### src/rtl/hwpe_ctrl_ctx_scheduler.sv
// Job-context scheduler: allocates ring-ordered job contexts to cores, launches them
// one at a time on the engine and signals completion. Optional watchdog: HWPE_CTRL_SCHED_TIMEOUT_EN.
module hwpe_ctrl_ctx_scheduler #(
    parameter int unsigned N_CONTEXT      = 2,
    parameter int unsigned N_CORES        = 16,
    parameter int unsigned CNT_W          = 8,
    parameter int unsigned TIMEOUT_CYCLES = 4096
) (
    input  logic                         clk_i,
    input  logic                         rst_i,
    input  logic                         acquire_req_i,
    input  logic [$clog2(N_CORES)-1:0]   acquire_core_i,
    output logic                         acquire_gnt_o,
    output logic [$clog2(N_CONTEXT)-1:0] acquire_id_o,
    input  logic                         trigger_i,
    input  logic [$clog2(N_CONTEXT)-1:0] trigger_id_i,
    output logic                         start_o,
    output logic [$clog2(N_CONTEXT)-1:0] running_id_o,
    input  logic                         done_i,
    output logic [N_CORES-1:0]           evt_o,
    output logic                         err_o,
    output logic                         full_o,
    output logic                         busy_o,
    output logic [CNT_W-1:0]             nb_finished_o
);
    localparam int IW = $clog2(N_CONTEXT);
    localparam int CW = $clog2(N_CORES);

    typedef enum logic [1:0] {SL_FREE, SL_ACQ, SL_READY, SL_RUN} slot_e;
    typedef enum logic [1:0] {ST_IDLE, ST_START, ST_RUN, ST_NOTIFY} state_e;

    slot_e            slot_q  [N_CONTEXT];
    slot_e            slot_d  [N_CONTEXT];
    logic [CW-1:0]    owner_q [N_CONTEXT];
    logic [CW-1:0]    owner_d [N_CONTEXT];
    logic [IW-1:0]    acq_ptr_q, acq_ptr_d;
    logic [IW-1:0]    run_ptr_q, run_ptr_d;
    logic [IW-1:0]    running_id_q, running_id_d;
    logic [CNT_W-1:0] nb_q, nb_d;
    logic             full_q, full_d;
    state_e           state_q, state_d;
    logic             any_used;

`ifdef HWPE_CTRL_SCHED_TIMEOUT_EN
    localparam int TW = $clog2(TIMEOUT_CYCLES + 1);
    logic [TW-1:0] tcnt_q, tcnt_d;
    logic          err_q, err_d;
    assign err_o = (state_q == ST_NOTIFY) & err_q;
`else
    logic unused_timeout;
    assign unused_timeout = ^TIMEOUT_CYCLES;
    assign err_o = 1'b0;
`endif

    // Gated by reset so no grant is reported while the state is being cleared.
    assign acquire_gnt_o = acquire_req_i & ~full_q & ~rst_i;
    assign acquire_id_o  = acq_ptr_q;
    assign start_o       = (state_q == ST_START);
    assign evt_o         = (state_q == ST_NOTIFY) ? (N_CORES'(1) << owner_q[run_ptr_q]) : '0;
    assign full_o        = full_q;
    assign busy_o        = any_used | (state_q != ST_IDLE);
    assign running_id_o  = running_id_q;
    assign nb_finished_o = nb_q;

    always_comb begin
        any_used = 1'b0;
        for (int i = 0; i < int'(N_CONTEXT); i++)
            if (slot_q[i] != SL_FREE) any_used = 1'b1;
    end

    always_comb begin
        slot_d       = slot_q;
        owner_d      = owner_q;
        acq_ptr_d    = acq_ptr_q;
        run_ptr_d    = run_ptr_q;
        running_id_d = running_id_q;
        nb_d         = nb_q;
        state_d      = state_q;
`ifdef HWPE_CTRL_SCHED_TIMEOUT_EN
        tcnt_d       = tcnt_q;
        err_d        = err_q;
`endif
        if (acquire_gnt_o) begin
            slot_d[acq_ptr_q]  = SL_ACQ;
            owner_d[acq_ptr_q] = acquire_core_i;
            acq_ptr_d          = acq_ptr_q + IW'(1);
        end
        // Only a committed-but-not-triggered context may become READY.
        if (trigger_i && slot_q[trigger_id_i] == SL_ACQ)
            slot_d[trigger_id_i] = SL_READY;

        case (state_q)
            ST_IDLE: if (slot_q[run_ptr_q] == SL_READY) state_d = ST_START;
            ST_START: begin
                slot_d[run_ptr_q] = SL_RUN;
                running_id_d      = run_ptr_q;
                state_d           = ST_RUN;
`ifdef HWPE_CTRL_SCHED_TIMEOUT_EN
                tcnt_d            = '0;
`endif
            end
            ST_RUN: begin
`ifdef HWPE_CTRL_SCHED_TIMEOUT_EN
                if (done_i) begin
                    state_d = ST_NOTIFY;
                    err_d   = 1'b0;
                end else if (tcnt_q == TW'(TIMEOUT_CYCLES - 1)) begin
                    state_d = ST_NOTIFY;
                    err_d   = 1'b1;
                end else begin
                    tcnt_d  = tcnt_q + TW'(1);
                end
`else
                if (done_i) state_d = ST_NOTIFY;
`endif
            end
            ST_NOTIFY: begin
                slot_d[run_ptr_q] = SL_FREE;
                run_ptr_d         = run_ptr_q + IW'(1);
                nb_d              = nb_q + CNT_W'(1);
                state_d           = ST_IDLE;
            end
            default: state_d = ST_IDLE;
        endcase

        full_d = 1'b1;
        for (int i = 0; i < int'(N_CONTEXT); i++)
            if (slot_d[i] == SL_FREE) full_d = 1'b0;
    end

    always_ff @(posedge clk_i) begin
        if (rst_i) begin
            for (int i = 0; i < int'(N_CONTEXT); i++) begin
                slot_q[i]  <= SL_FREE;
                owner_q[i] <= '0;
            end
            acq_ptr_q    <= '0;
            run_ptr_q    <= '0;
            running_id_q <= '0;
            nb_q         <= '0;
            full_q       <= 1'b0;
            state_q      <= ST_IDLE;
`ifdef HWPE_CTRL_SCHED_TIMEOUT_EN
            tcnt_q       <= '0;
            err_q        <= 1'b0;
`endif
        end else begin
            slot_q       <= slot_d;
            owner_q      <= owner_d;
            acq_ptr_q    <= acq_ptr_d;
            run_ptr_q    <= run_ptr_d;
            running_id_q <= running_id_d;
            nb_q         <= nb_d;
            full_q       <= full_d;
            state_q      <= state_d;
`ifdef HWPE_CTRL_SCHED_TIMEOUT_EN
            tcnt_q       <= tcnt_d;
            err_q        <= err_d;
`endif
        end
    end
endmodule

### config.mk
export PLATFORM = sky130hd
export DESIGN_NAME = hwpe_ctrl_ctx_scheduler
export DESIGN_NICKNAME = d
export VERILOG_FILES = /design/src/rtl/hwpe_ctrl_ctx_scheduler.sv
export SDC_FILE = /design/constraint.sdc
export NUM_CORES = 1
export LEC_CHECK = 0
export ABC_AREA = 1
export CAP_MARGIN = 40
export CELL_PAD_IN_SITES_DETAIL_PLACEMENT = 1
export CELL_PAD_IN_SITES_GLOBAL_PLACEMENT = 1
export CORE_UTILIZATION = 35
export CTS_CLUSTER_SIZE = 14
export DETAILED_ROUTE_END_ITERATION = 8
export GPL_ROUTABILITY_DRIVEN = 0
export GPL_TIMING_DRIVEN = 1
export PLACE_DENSITY_LB_ADDON = 0.05
export SLEW_MARGIN = 20
export SYNTH_ARGS = -nofsm -noshare
export SYNTH_HDL_FRONTEND = slang
export SYNTH_SLANG_ARGS = --single-unit
### constraint.sdc
create_clock -name clk_i -period 4.2 [get_ports clk_i]
set_input_delay 0.63 -clock clk_i [delete_from_list [all_inputs] [get_ports clk_i]]
set_output_delay 0.63 -clock clk_i [all_outputs]
set_load 0.005 [all_outputs]
==> impl_metrics.json <==
{
  "status": "finished, final reports clean",
  "ir_worst_vdd_uv": 179,
  "grt_overflow_total": 0,
  "drc_errors": 0,
  "cts_setup_buffers": 0,
  "pwr_dens_nw_per_um2": 381,
  "rr_worst_depth": 9,
  "slew_headroom_pct": 61.5,
  "synthTopCellsByArea": "sky130_fd_sc_hd__dfxtp_1 (37%), sky130_fd_sc_hd__nor2_1 (12%), sky130_fd_sc_hd__nand2_1 (9.6%)",
  "placementRows": 22,
  "yosys_warnings": 0,
  "p_clk_share_pct": 23.8,
  "gr-max-usage-layer": "met2",
  "hold_violations": 0,
  "finalMaxSlewViolations": 0,
  "totalNegativeSetupSlack_ps": 0,
  "period_needed_ps": 2920,
  "clock-sinks": 26,
  "avgViaCountPerCell": 4.85,
  "post_cts_resize_count": 0,
  "routed_wire_per_std_cell_um": 13.4,
  "synth_largest_area_cell": "sky130_fd_sc_hd__dfxtp_1",
  "synthesis.area_per_instance_um2": 6.79,
  "floorplan.die.height_um": 65.4,
  "fillers": 493,
  "ant_nets": 0,
  "critical_path.max_stage_delay_ps": 520,
  "count_of_state_elements_after_synthesis": 26,
  "portion_of_synthesized_cell_area_occupied_by_the_leading_cell_type_pct": 37.0,
  "worstPathCellList": "ha_1 -> inv_1 -> or2_2 -> nor2_1 -> clkdlybuf4s50_1",
  "wl_um": 3910,
  "finalSetupViolations": 0,
  "hold_slack_ps": 497,
  "postSynthCellCount": 207,
  "pin_count_of_the_biggest_net_entering_global_routing": 22,
  "area_of_the_multi_input_gates_um2": 729,
  "cts_hold_buf": 0,
  "routed-via-count": 1412,
  "final_nets": 260,
  "power.share.sequential_pct": 43.6,
  "cts-htree-levels": 1,
  "synth_sequential_area_ratio_pct": 37.0,
  "grt_use_met3_pct": 3.13,
  "num_antenna_cells": 0,
  "die-area_um2": 4270,
  "clock_skew_ps": 2.44,
  "number_of_drc_markers_in_iteration_0": 43,
  "setup.worst_path.class": "flip-flop to primary output",
  "placement.io_buffers": 39,
  "grt_pass1_wl_um": 6540,
  "floorplan.die.width_um": 65.4,
  "synthToLayoutAreaGrowth_pct": 32.2,
  "final-seq-area_um2": 520,
  "drt-pass1-iter-count": 4,
  "number_of_max_capacitance_violations_reported": 0,
  "tightest_slew_ps": 576,
  "clkTransAtPathRegs_ps": 90,
  "cts.root.buffer_cell": "sky130_fd_sc_hd__clkbuf_8",
  "worst-endpoint-required_ps": 3570,
  "hold_path_class": "flip-flop to flip-flop",
  "hold-path-cell-count": 2,
  "synth_cell_type_count": 25,
  "power_frac_comb_pct": 32.6,
  "clk_latency_ps": 280,
  "gr-usage-met2_pct": 36.2,
  "ioPinCount": 41,
  "period_share_pct": 69.4,
  "cp.arrival_ps": 2290,
  "final_common_cell": "sky130_fd_sc_hd__nor2_1",
  "total_switching_power_uw": 243,
  "cp_slowest_cell": "sky130_fd_sc_hd__clkdlybuf4s50_1",
  "detailed_place_hpwl_um": 3120,
  "cts_tree": "done",
  "layout_common_cells": "sky130_fd_sc_hd__nor2_1 (46), sky130_fd_sc_hd__clkdlybuf4s50_1 (39), sky130_fd_sc_hd__nand2_1 (36)",
  "grt_antenna_before_repair": 0,
  "timing.critical_path.to_type": "primary output",
  "synth.net_count": 223,
  "p_sw_share_pct": 34.3,
  "cts_made_buffers": 3,
  "globalRouteMet1Util_pct": 23.6,
  "leakagePower_uw": 0.000765,
  "syn_area_um2": 1410,
  "rsz0062_at_grt": "no",
  "critical_path.max_fanout": 10,
  "global_route_usage_over_all_layers_pct": 19.9,
  "initial_core_util_pct": 37.5,
  "critPathLaunchType": "flip-flop",
  "fraction_of_layout_instances_using_a_drive_strength_above_1_pct": 6.58,
  "fmax_mhz": 343,
  "core_area_um2": 3740,
  "intPower_uw": 465,
  "via_count_of_the_first_global_routing_pass": 1476,
  "clock_tree.buffer_depth": 2
}
[registers in the layout, summed over array words and instances, names as in the netlist]
name and cells:
owner_q 8, slot_q 4, state_q 2, acquire_id_o 1
running_id_o 1, full_o 1, run_ptr_q 1, nb_finished_o 8
[layout make-up]
class                           instances  area share, %
Inverter                               26           5.52
Timing Repair Buffer                   39           21.0
Multi-Input combinational cell        148           39.3
Clock buffer                            4           2.96
Tap cell                               48           3.23
Sequential cell                        26           28.0
[final timing paths]
kind / start / end / slack (ps)
hold reg to reg: owner_q[1] / owner_q[1] / 500
setup / recovery: state_q[0] / evt_o[14] / 1280
setup reg to reg: state_q[0] / nb_finished_o[7] / 2530
hold / removal: owner_q[1] / owner_q[1] / 500
[power by group through the flow]
stage / registers, uW / logic [uW] / clock network [uW]
6_report: 309 / 230 / 169
5_1_grt: 314 / 260 / 180
4_1_cts: 309 / 235 / 173
3_5_place_dp: 315 / 233 / 0
3_3_place_gp: 312 / 221 / 0
2_1_floorplan: 303 / 153 / 0
[critical path, delay by kind of cell (launching register included)]
family | cells | cell delay, ps
and+or+nand+nor | 2 | 540
DFF | 1 | 390
buffers and inverters | 2 | 670
adders and majority gates | 1 | 400
[routing by layer]
metal / up-vias / share of wire [%] / wire, um
met5: - / 0 / 0
met4: 0 / 1.2 / 48
met3: 5 / 3.9 / 152
met2: 23 / 51 / 2000
met1: 665 / 44 / 1710
li1: 719 / - / -
[cells in the mapped netlist]
master and count:
sky130_fd_sc_hd__nand4_1 2, sky130_fd_sc_hd__o21ai_0 15, sky130_fd_sc_hd__nor2_2 2, sky130_fd_sc_hd__or2_1 2, sky130_fd_sc_hd__inv_1 23, sky130_fd_sc_hd__or2_2 2, sky130_fd_sc_hd__dfxtp_1 26, sky130_fd_sc_hd__inv_6 1
sky130_fd_sc_hd__nor3_2 2, sky130_fd_sc_hd__o21ai_2 2, sky130_fd_sc_hd__buf_2 3, sky130_fd_sc_hd__buf_4 2, sky130_fd_sc_hd__ha_1 6, sky130_fd_sc_hd__buf_6 2, sky130_fd_sc_hd__nand3_1 15, sky130_fd_sc_hd__mux2i_1 1
sky130_fd_sc_hd__nand2_1 36, sky130_fd_sc_hd__inv_2 2, sky130_fd_sc_hd__conb_1 1, sky130_fd_sc_hd__nor2_1 46, sky130_fd_sc_hd__o21ai_4 1, sky130_fd_sc_hd__nor3_1 4, sky130_fd_sc_hd__nor3b_1 1, sky130_fd_sc_hd__a21oi_1 9
sky130_fd_sc_hd__a31oi_1 1
[metrics by stage]
step                      util [%]  instance area [um2]  total power, uW  setup WS (ps)  cells
final                         49.6                 1860              708           1280    291
after global routing          49.6                 1860              754           1120    291
after CTS                     49.6                 1860              717           1260    291
after detailed placement      48.2                 1800              547           1530    287
after global placement        48.2                 1800              533           1600    287
after floorplan                  -                 1410              456           2350    207
[cells by family after synthesis]
family,share of synthesized area [%]
simple gates,34.2
buf+inv,11.0
compound gates,11.4
flops,37.0
fa+ha+maj,5.34
mux,0.712
other cells,0.267
Note: power is estimated with default switching activity, not from simulation.
